==> src/rtl/i2s_pkg.sv <==
// i2s_pkg: shared widths, slot layout and slot counter type for the I2S transmitter
package i2s_pkg;
    localparam int SAMPLE_W       = 16;
    localparam int FRAME_BITS     = 32;
    localparam int LEFT_LAST_SLOT = 15;
    typedef logic [4:0] slot_t;
    localparam slot_t LAST_SLOT   = 5'd31;
endpackage

==> src/rtl/i2s_bck_div.sv <==
// i2s_bck_div: prescaler producing the I2S bit clock and a one-clk falling-edge enable
module i2s_bck_div #(
    parameter int BCK_HALF = 16
) (
    input  logic clk,
    input  logic reset_n,
    output logic bck_o,
    output logic fall_en_o
);
    logic [7:0] cnt_q, cnt_d;
    logic       bck_q, bck_d;
    logic       tc;

    assign tc        = cnt_q == 8'(BCK_HALF - 1);
    assign fall_en_o = tc & bck_q;
    assign bck_o     = bck_q;

    // wrap the prescaler on terminal count and toggle BCK there
    always_comb begin
        cnt_d = tc ? '0 : cnt_q + 8'd1;
        bck_d = bck_q ^ tc;
    end

    // prescaler and BCK registers
    always_ff @(posedge clk) begin
        if (!reset_n) begin
            cnt_q <= '0;
            bck_q <= 1'b0;
        end else begin
            cnt_q <= cnt_d;
            bck_q <= bck_d;
        end
    end
endmodule

==> src/rtl/i2s_tx.sv <==
// i2s_tx: Philips I2S serialiser, 16-bit stereo, 32 BCK per frame; I2S_UNSIGNED_IN_EN flips sample MSBs at capture
module i2s_tx
    import i2s_pkg::*;
#(
    parameter int BCK_HALF = 16
) (
    input  logic                clk,
    input  logic                reset_n,
    input  logic [SAMPLE_W-1:0] left_i,
    input  logic [SAMPLE_W-1:0] right_i,
    output logic                sample_stb_o,
    output logic                I2S_BCK,
    output logic                I2S_LRCK,
    output logic                I2S_DATA
);
`ifdef I2S_UNSIGNED_IN_EN
    localparam logic [SAMPLE_W-1:0] FLIP = {1'b1, {(SAMPLE_W-1){1'b0}}};
`else
    localparam logic [SAMPLE_W-1:0] FLIP = '0;
`endif

    logic                  fall_en;
    slot_t                 k_q, k_d;
    logic                  lrck_q, lrck_d;
    logic                  data_q, data_d;
    logic                  stb_q, stb_d;
    logic [FRAME_BITS-1:0] frame_q, frame_d, capture;

    i2s_bck_div #(.BCK_HALF(BCK_HALF)) u_div (
        .clk       (clk),
        .reset_n   (reset_n),
        .bck_o     (I2S_BCK),
        .fall_en_o (fall_en)
    );

    assign capture = {left_i ^ FLIP, right_i ^ FLIP};

    // advance slot on each BCK fall; slot k sends frame bit (32-k) mod 32, so k=0 reuses the old frame's LSB before reload
    always_comb begin
        k_d     = fall_en ? k_q + 5'd1 : k_q;
        lrck_d  = fall_en ? (k_d > slot_t'(LEFT_LAST_SLOT)) : lrck_q;
        data_d  = fall_en ? frame_q[5'd0 - k_d] : data_q;
        stb_d   = fall_en && k_d == '0;
        frame_d = stb_d ? capture : frame_q;
    end

    // slot, word-select, data, frame and strobe registers
    always_ff @(posedge clk) begin
        if (!reset_n) begin
            k_q     <= LAST_SLOT;
            lrck_q  <= 1'b1;
            data_q  <= 1'b0;
            stb_q   <= 1'b0;
            frame_q <= '0;
        end else begin
            k_q     <= k_d;
            lrck_q  <= lrck_d;
            data_q  <= data_d;
            stb_q   <= stb_d;
            frame_q <= frame_d;
        end
    end

    assign I2S_LRCK     = lrck_q;
    assign I2S_DATA     = data_q;
    assign sample_stb_o = stb_q;
endmodule

==> config.mk <==
export PLATFORM = sky130hd
export DESIGN_NAME = i2s_tx
export DESIGN_NICKNAME = d
export VERILOG_FILES = /design/src/rtl/i2s_pkg.sv /design/src/rtl/i2s_bck_div.sv /design/src/rtl/i2s_tx.sv
export SDC_FILE = /design/constraint.sdc
export NUM_CORES = 1
export LEC_CHECK = 0
export ABC_CLOCK_PERIOD_IN_PS = 4600
export CAP_MARGIN = 20
export CORE_UTILIZATION = 29
export DETAILED_ROUTE_END_ITERATION = 7
export PLACE_DENSITY = 0.46
export SYNTH_ARGS = -nofsm -noshare
export SYNTH_HDL_FRONTEND = slang
export SYNTH_HIERARCHICAL = 1
export SYNTH_SLANG_ARGS = --single-unit
==> constraint.sdc <==
create_clock -name clk -period 4.6 [get_ports clk]
set_input_delay 1.15 -clock clk [delete_from_list [all_inputs] [get_ports clk]]
set_output_delay 1.15 -clock clk [all_outputs]
set_load 0.05 [all_outputs]
# --- Word level (Yosys, flattened, before mapping) ---
# Index checks and enable logic that the tools add are counted.
totals:
  regBits: 49
  input_bits: 34
  out_inout_bits: 4
  word_cells: 22
classes:
  n_addsub: 3
  n_lt_le_gt_ge: 2
  n_eq_ne: 1
  mux: 3
  bitwise_logic: 3
  reduce_logical: 3
op_table:
  columns: ["op", "count"]
  rows:
  - ["adder 8 x 1 -> 8 bit (second input constant)", 1]
  - ["== test 8 x 4 -> 1 bit (second input constant)", 1]
  - ["less-than comparator 5 x 6 -> 1 bit (second input constant)", 1]
  - ["adder 5 x 1 -> 5 bit (second input constant)", 1]
  - ["binary-select mux 1 bit (select 5 bit)", 1]
  - ["greater-than comparator 5 x 4 -> 1 bit (second input constant)", 1]
  - ["zero test 5 bit", 1]
  - ["two-way mux 5 bit", 1]
  - ["subtractor 1 x 5 -> 5 bit (first input constant)", 1]
  - ["OR reduction 2 bit", 1]
  - ["bitwise AND 1 bit", 1]
  - ["logical AND 1 bit", 1]
  - ["two-way mux 1 bit", 1]
  - ["inverter 1 bit", 1]
  - ["bitwise XOR 1 bit", 1]

# --- Longest topological paths before layout ---
logic_depth:
  depth_word: 6
  depth_mapped: 14
  depth_no_buf: 13

# --- Cells and area by module ---
# Netlist, hierarchy kept.
by_module_without_submodules:
  columns: ["mod", "instances", "cells_each", "area_per_inst_um2", "seq_area_each_um2"]
  rows:
  - ["i2s_tx", 1, 206, 1960.6, 800.8]
  - ["i2s_bck_div", 1, 40, 379.1, 180.2]

# --- Least setup slack after synthesis ---
# Ideal clock, no wire load.
synth_path:
  path_kind: "reg-to-reg"
  start: "reg u_div.cnt_q[4]"
  end: "reg data_q (netlist: I2S_DATA)"
  setup_ns: 0.117
  arrival_time_ns: 3.405
  required_time_ns: 4.483
  slack_ns: 1.078
  path_stages_with_launch: 13
  n_path_buf: 0
  period_less_slack_ns: 3.522
  path_cell_list: "dfxtp_1 or4_4 nor2_1 ha_1 xor2_2 inv_1 ha_1 xnor2_4 xnor2_4 mux4_2 nand2_1 a41oi_1 a32o_1"
synth_via:
  elab_chain_cells: 6
synth_rtl:
  columns: ["element", "line_no", "rtl"]
  rows:
  - ["start, declared", "i2s_bck_div.sv:10", "logic [7:0] cnt_q, cnt_d;"]
  - ["start signal, assigned", "i2s_bck_div.sv:30", "cnt_q <= cnt_d;"]
  - ["== test 8 x 4 -> 1 bit", "i2s_bck_div.sv:14", "assign tc = cnt_q == 8'(BCK_HALF - 1);"]
  - ["bitwise AND 1 bit", "i2s_bck_div.sv:15", "assign fall_en_o = tc & bck_q;"]
  - ["named net fall_en", "i2s_tx.sv:22", "logic fall_en;"]
  - ["two-way mux 5 bit", "i2s_tx.sv:40", "k_d = fall_en ? k_q + 5'd1 : k_q;"]
  - ["named net k_d[0]", "i2s_tx.sv:23", "slot_t k_q, k_d;"]
  - ["subtractor 1 x 5 -> 5 bit", "i2s_tx.sv:42", "data_d = fall_en ? frame_q[5'd0 - k_d] : data_q;"]
  - ["binary-select mux 1 bit (select 5 bit)", "i2s_tx.sv:42", null]
  - ["two-way mux 1 bit (implied by the code)", "i2s_tx.sv:42", null]
  - ["end signal, assigned", "i2s_tx.sv:58", "data_q <= data_d;"]
  - ["end, declared", "i2s_tx.sv:25", "logic data_q, data_d;"]
# The timed path passes the listed nets, and every way through them passes these cells. The select of a mux whose other input is x is not followed.
# A chain may end at the register's enable or synchronous reset.

# --- Final worst setup path ---
# Ends and elaborated chain as after synthesis.

==> flow_summary_export.csv <==
group,metric,value,unit
floorplan,num_rows,32,
synthesis,yosys_warnings,6,
sta,worstMarginPinSlew,0.666,ns
placed_design,place_congestion,0.731,
pwr,p_leak,0.000988,uW
cells_and_area,nFillCells,835,
floorplan,core-area,7770,um^2
synthesis,syn_nets,286,
cts,root_buffer,"clkbuf_8",
job,cap_viol_max_count,0,
global_routing,gr-total-overflow,0,
synthesis,ys_top_cells_by_area,"dfxtp_1 (42%), nand2_1 (13%), a21boi_0 (7.7%)",
global_routing,antenna_found_initial,0,
global_routing,grtUsageMet2,19.9,%
route,drcViolationCount,0,
sta,rsz0062_at_grt,"false",
global_routing,grtUsageMet3,2.57,%
setup_path,cp-start-kind,"flop",
pwr,clkPwrFrac,35.9,%
route,vias,1707,
floorplan,die_w,91.8,um
sta,holdWs,0.450,ns
floorplan,ios,38,
sta,post-route-period-util,84.2,%
cells_and_area,area_growth_syn_to_layout,24.1,%
pwr,design_power_total,734,uW
setup_path,slowest_stage,"or4_4",
setup_path,crit_buf_inv,2,
synthesis,postSynthCellCount,246,
setup_path,crit_type,"reg -> reg",
setup_path,cp.required,4.79,ns
synthesis,synth_top_area_share,41.9,%
pwr,p_comb_share,5.8,%
synthesis,synth_top_area_cell,"dfxtp_1",
pwr,p_per_area,253,nW/um^2
pwr,swShare,21.1,%
cts,clk_pin_slew_worst_paths,0.09,ns
global_routing,grt_pass1_wl,8.16,mm
synthesis,synth_enable_flop_cells,0,
cts,ctsHoldBuffers,0,
pwr,p_seq_share,58.3,%
floorplan,die_h,91.8,um
setup_path,crit_family,"simple AND/OR/NAND/NOR gates",
synthesis,syn_area,2340,um^2
synthesis,synth-async-reset-ratio,0,%
sta,max_freq,258,MHz
synthesis,synth_most_common_cell,"nand2_1",
cts,worst_skew_pair.late_latency,0.30,ns
route,drt-pass1-iter-count,4,
global_routing,grt.busiest_layer,"met2",
cells_and_area,final_nets,320,
global_routing,grt_pass1_vias,1737,
cts,clock_sinks,49,
synthesis,ys.flop_type,"dfxtp_1",
route,drtAntennaViolNets,0,
sta,fin_setup_tns,0,ns
route,avgRoutedWirePerCell,12.2,um
placed_design,dpl.hpwl,3.35,mm
floorplan,start_util,30.1,%
sta,hold_viol,0,
cts,clock_path_buffers,2,
route,viasPerCell,4.46,
cts,cts_tree,"built",
sta,drv_slew,0,
cts,cts_resized,0,
synthesis,ys_types,37,
cts,post_cts.repair.setup_buffers,0,
hold_path,min_path_type,"reg -> reg",
global_routing,grt_max_degree,33,
sta,slew_headroom,55.4,%
setup_path,cp-end-kind,"flop",
pwr,p_int,579,uW
placed_design,portBuffers,37,
cells_and_area,diodes,0,
synthesis,netlist_top_cells_count,"nand2_1 (80), dfxtp_1 (49), a21boi_0 (24), clkbuf_1 (12), a21boi_1 (9)",
global_routing,use_met1,16.6,%
pwr,p_switching,155,uW
route,drt-total-wl,4.67,mm
setup_path,crit_chain,"or4_4 > nor2_1 > ha_1 > xor2_2 > buf_4 > inv_1 > ha_1 > xnor2_4 > xnor2_4 > mux4_2 > nand2_1 > a41oi_1 > a32o_1",
setup_path,crit_fanout,14,
cts,cts_made_buffers,5,
sta,setup_viol,0,
floorplan,die-area,8430,um^2
synthesis,synth.yosys.seq_area_share,41.9,%
global_routing,grt_use_total,12.4,%
cts,htreeDepth,2,
status,outcome,"finished, final reports clean",
route,drt_iter0_markers,38,
sta,period_minus_slack,3.88,ns
pwr,peakVddDrop,0.0000900,V
synthesis,syn_avg_cell_area,9.51,um^2
sta,finalClockSkew,0.00357,ns
synthesis,synth_seq_cells,49,
cells_and_area,drive_gt1_share,9.25,%
setup_path,slowest_delay,0.56,ns
setup_path,arrival,4.07,ns
==> per-layer routing <==
metal  routed length (um)  vias up  part of all wire, %
met2                 2080       22                   45
met1                 2370      773                   51
li1                     -      907                    -
met5                    0        -                    0
met3                  153        5                  3.3
met4                   65        0                  1.4
==> state kept, by name (all words and copies together), names as in the netlist <==
name	count
sample_stb_o	1
I2S_DATA	1
k_q	5
I2S_LRCK	1
u_div/bck_o	1
frame_q	32
u_div/cnt_q	8
==> placed cells by master, fill, tap and decap left out, types with 2 or more instances in the layout <==
cell type / netlist / layout
nand2_1: 80 / 80
inv_1: 4 / 4
or4_4: 2 / 2
buf_4: 0 / 4
clkdlybuf4s50_1: 0 / 37
dfxtp_1: 49 / 49
xor2_1: 5 / 5
and3_1: 2 / 2
mux2i_1: 3 / 3
a21boi_1: 9 / 9
clkbuf_8: 0 / 6
and2_1: 2 / 2
a21boi_0: 24 / 24
nand4_1: 3 / 3
nand3_1: 3 / 3
mux4_2: 4 / 4
nor2_1: 5 / 5
or3_1: 4 / 4
mux4_1: 4 / 4
xnor2_4: 2 / 2
a21oi_1: 3 / 3
o21ai_0: 4 / 4
ha_1: 6 / 6
==> power by group through the flow <==
stage / Sequential [uW] / Clock [uW] / Combinational, uW
2_1_floorplan: 437 / 0 / 11.3
3_3_place_gp: 438 / 0 / 43.0
3_5_place_dp: 438 / 0 / 43.1
4_1_cts: 428 / 280 / 43.3
5_1_grt: 428 / 290 / 47.3
6_report: 428 / 264 / 42.5
==> through the flow <==
step | instances | util [%] | area, um^2 | setup WS [ns]
after global routing | 383 | 37.4 | 2900 | 0.414
after detailed placement | 375 | 36.1 | 2810 | 0.698
after global placement | 375 | 36.1 | 2810 | 0.797
after CTS | 383 | 37.4 | 2900 | 0.674
final | 383 | 37.4 | 2900 | 0.725
after floorplan | 246 | - | 2340 | 1.08
==> final timing paths <==
check,from,end,slack [ns],cells after the start
max reg2reg,u_div/cnt_q[4]$_SDFF_PP0_,I2S_DATA$_SDFFE_PN0P_,0.72,13
min reg2reg,u_div/cnt_q[0]$_SDFF_PP0_,u_div/cnt_q[0]$_SDFF_PP0_,0.45,1
min,u_div/cnt_q[0]$_SDFF_PP0_,u_div/cnt_q[0]$_SDFF_PP0_,0.45,1
max,u_div/cnt_q[4]$_SDFF_PP0_,I2S_DATA$_SDFFE_PN0P_,0.72,13
==> logic make-up (layout without fill, tap and decap cells) <==
| family | Yosys count | count (layout) | share of synthesized area, % |
|---|---|---|---|
| xor gates and xnor gates | 10 | 10 | 6.79 |
| adders and majority gates | 6 | 6 | 3.21 |
| buffers and inverters | 18 | 53 | 3.26 |
| muxes | 11 | 11 | 9.63 |
| AOI/OAI and AO/OA | 47 | 47 | 15.8 |
| DFF | 49 | 49 | 41.9 |
| and+or+nand+nor | 105 | 105 | 19.4 |
==> cell type report <==
cell class	instances	area [um^2]	share of cell area, %
multi-input combinational	179	1280	44.2
sequential	49	981	33.8
tap	102	128	4.40
timing repair buffer	41	400	13.8
inverter	4	15.0	0.517
clock buffer	6	82.6	2.84
clock inverter	2	13.8	0.474
Power figures use the tool's default switching activity.
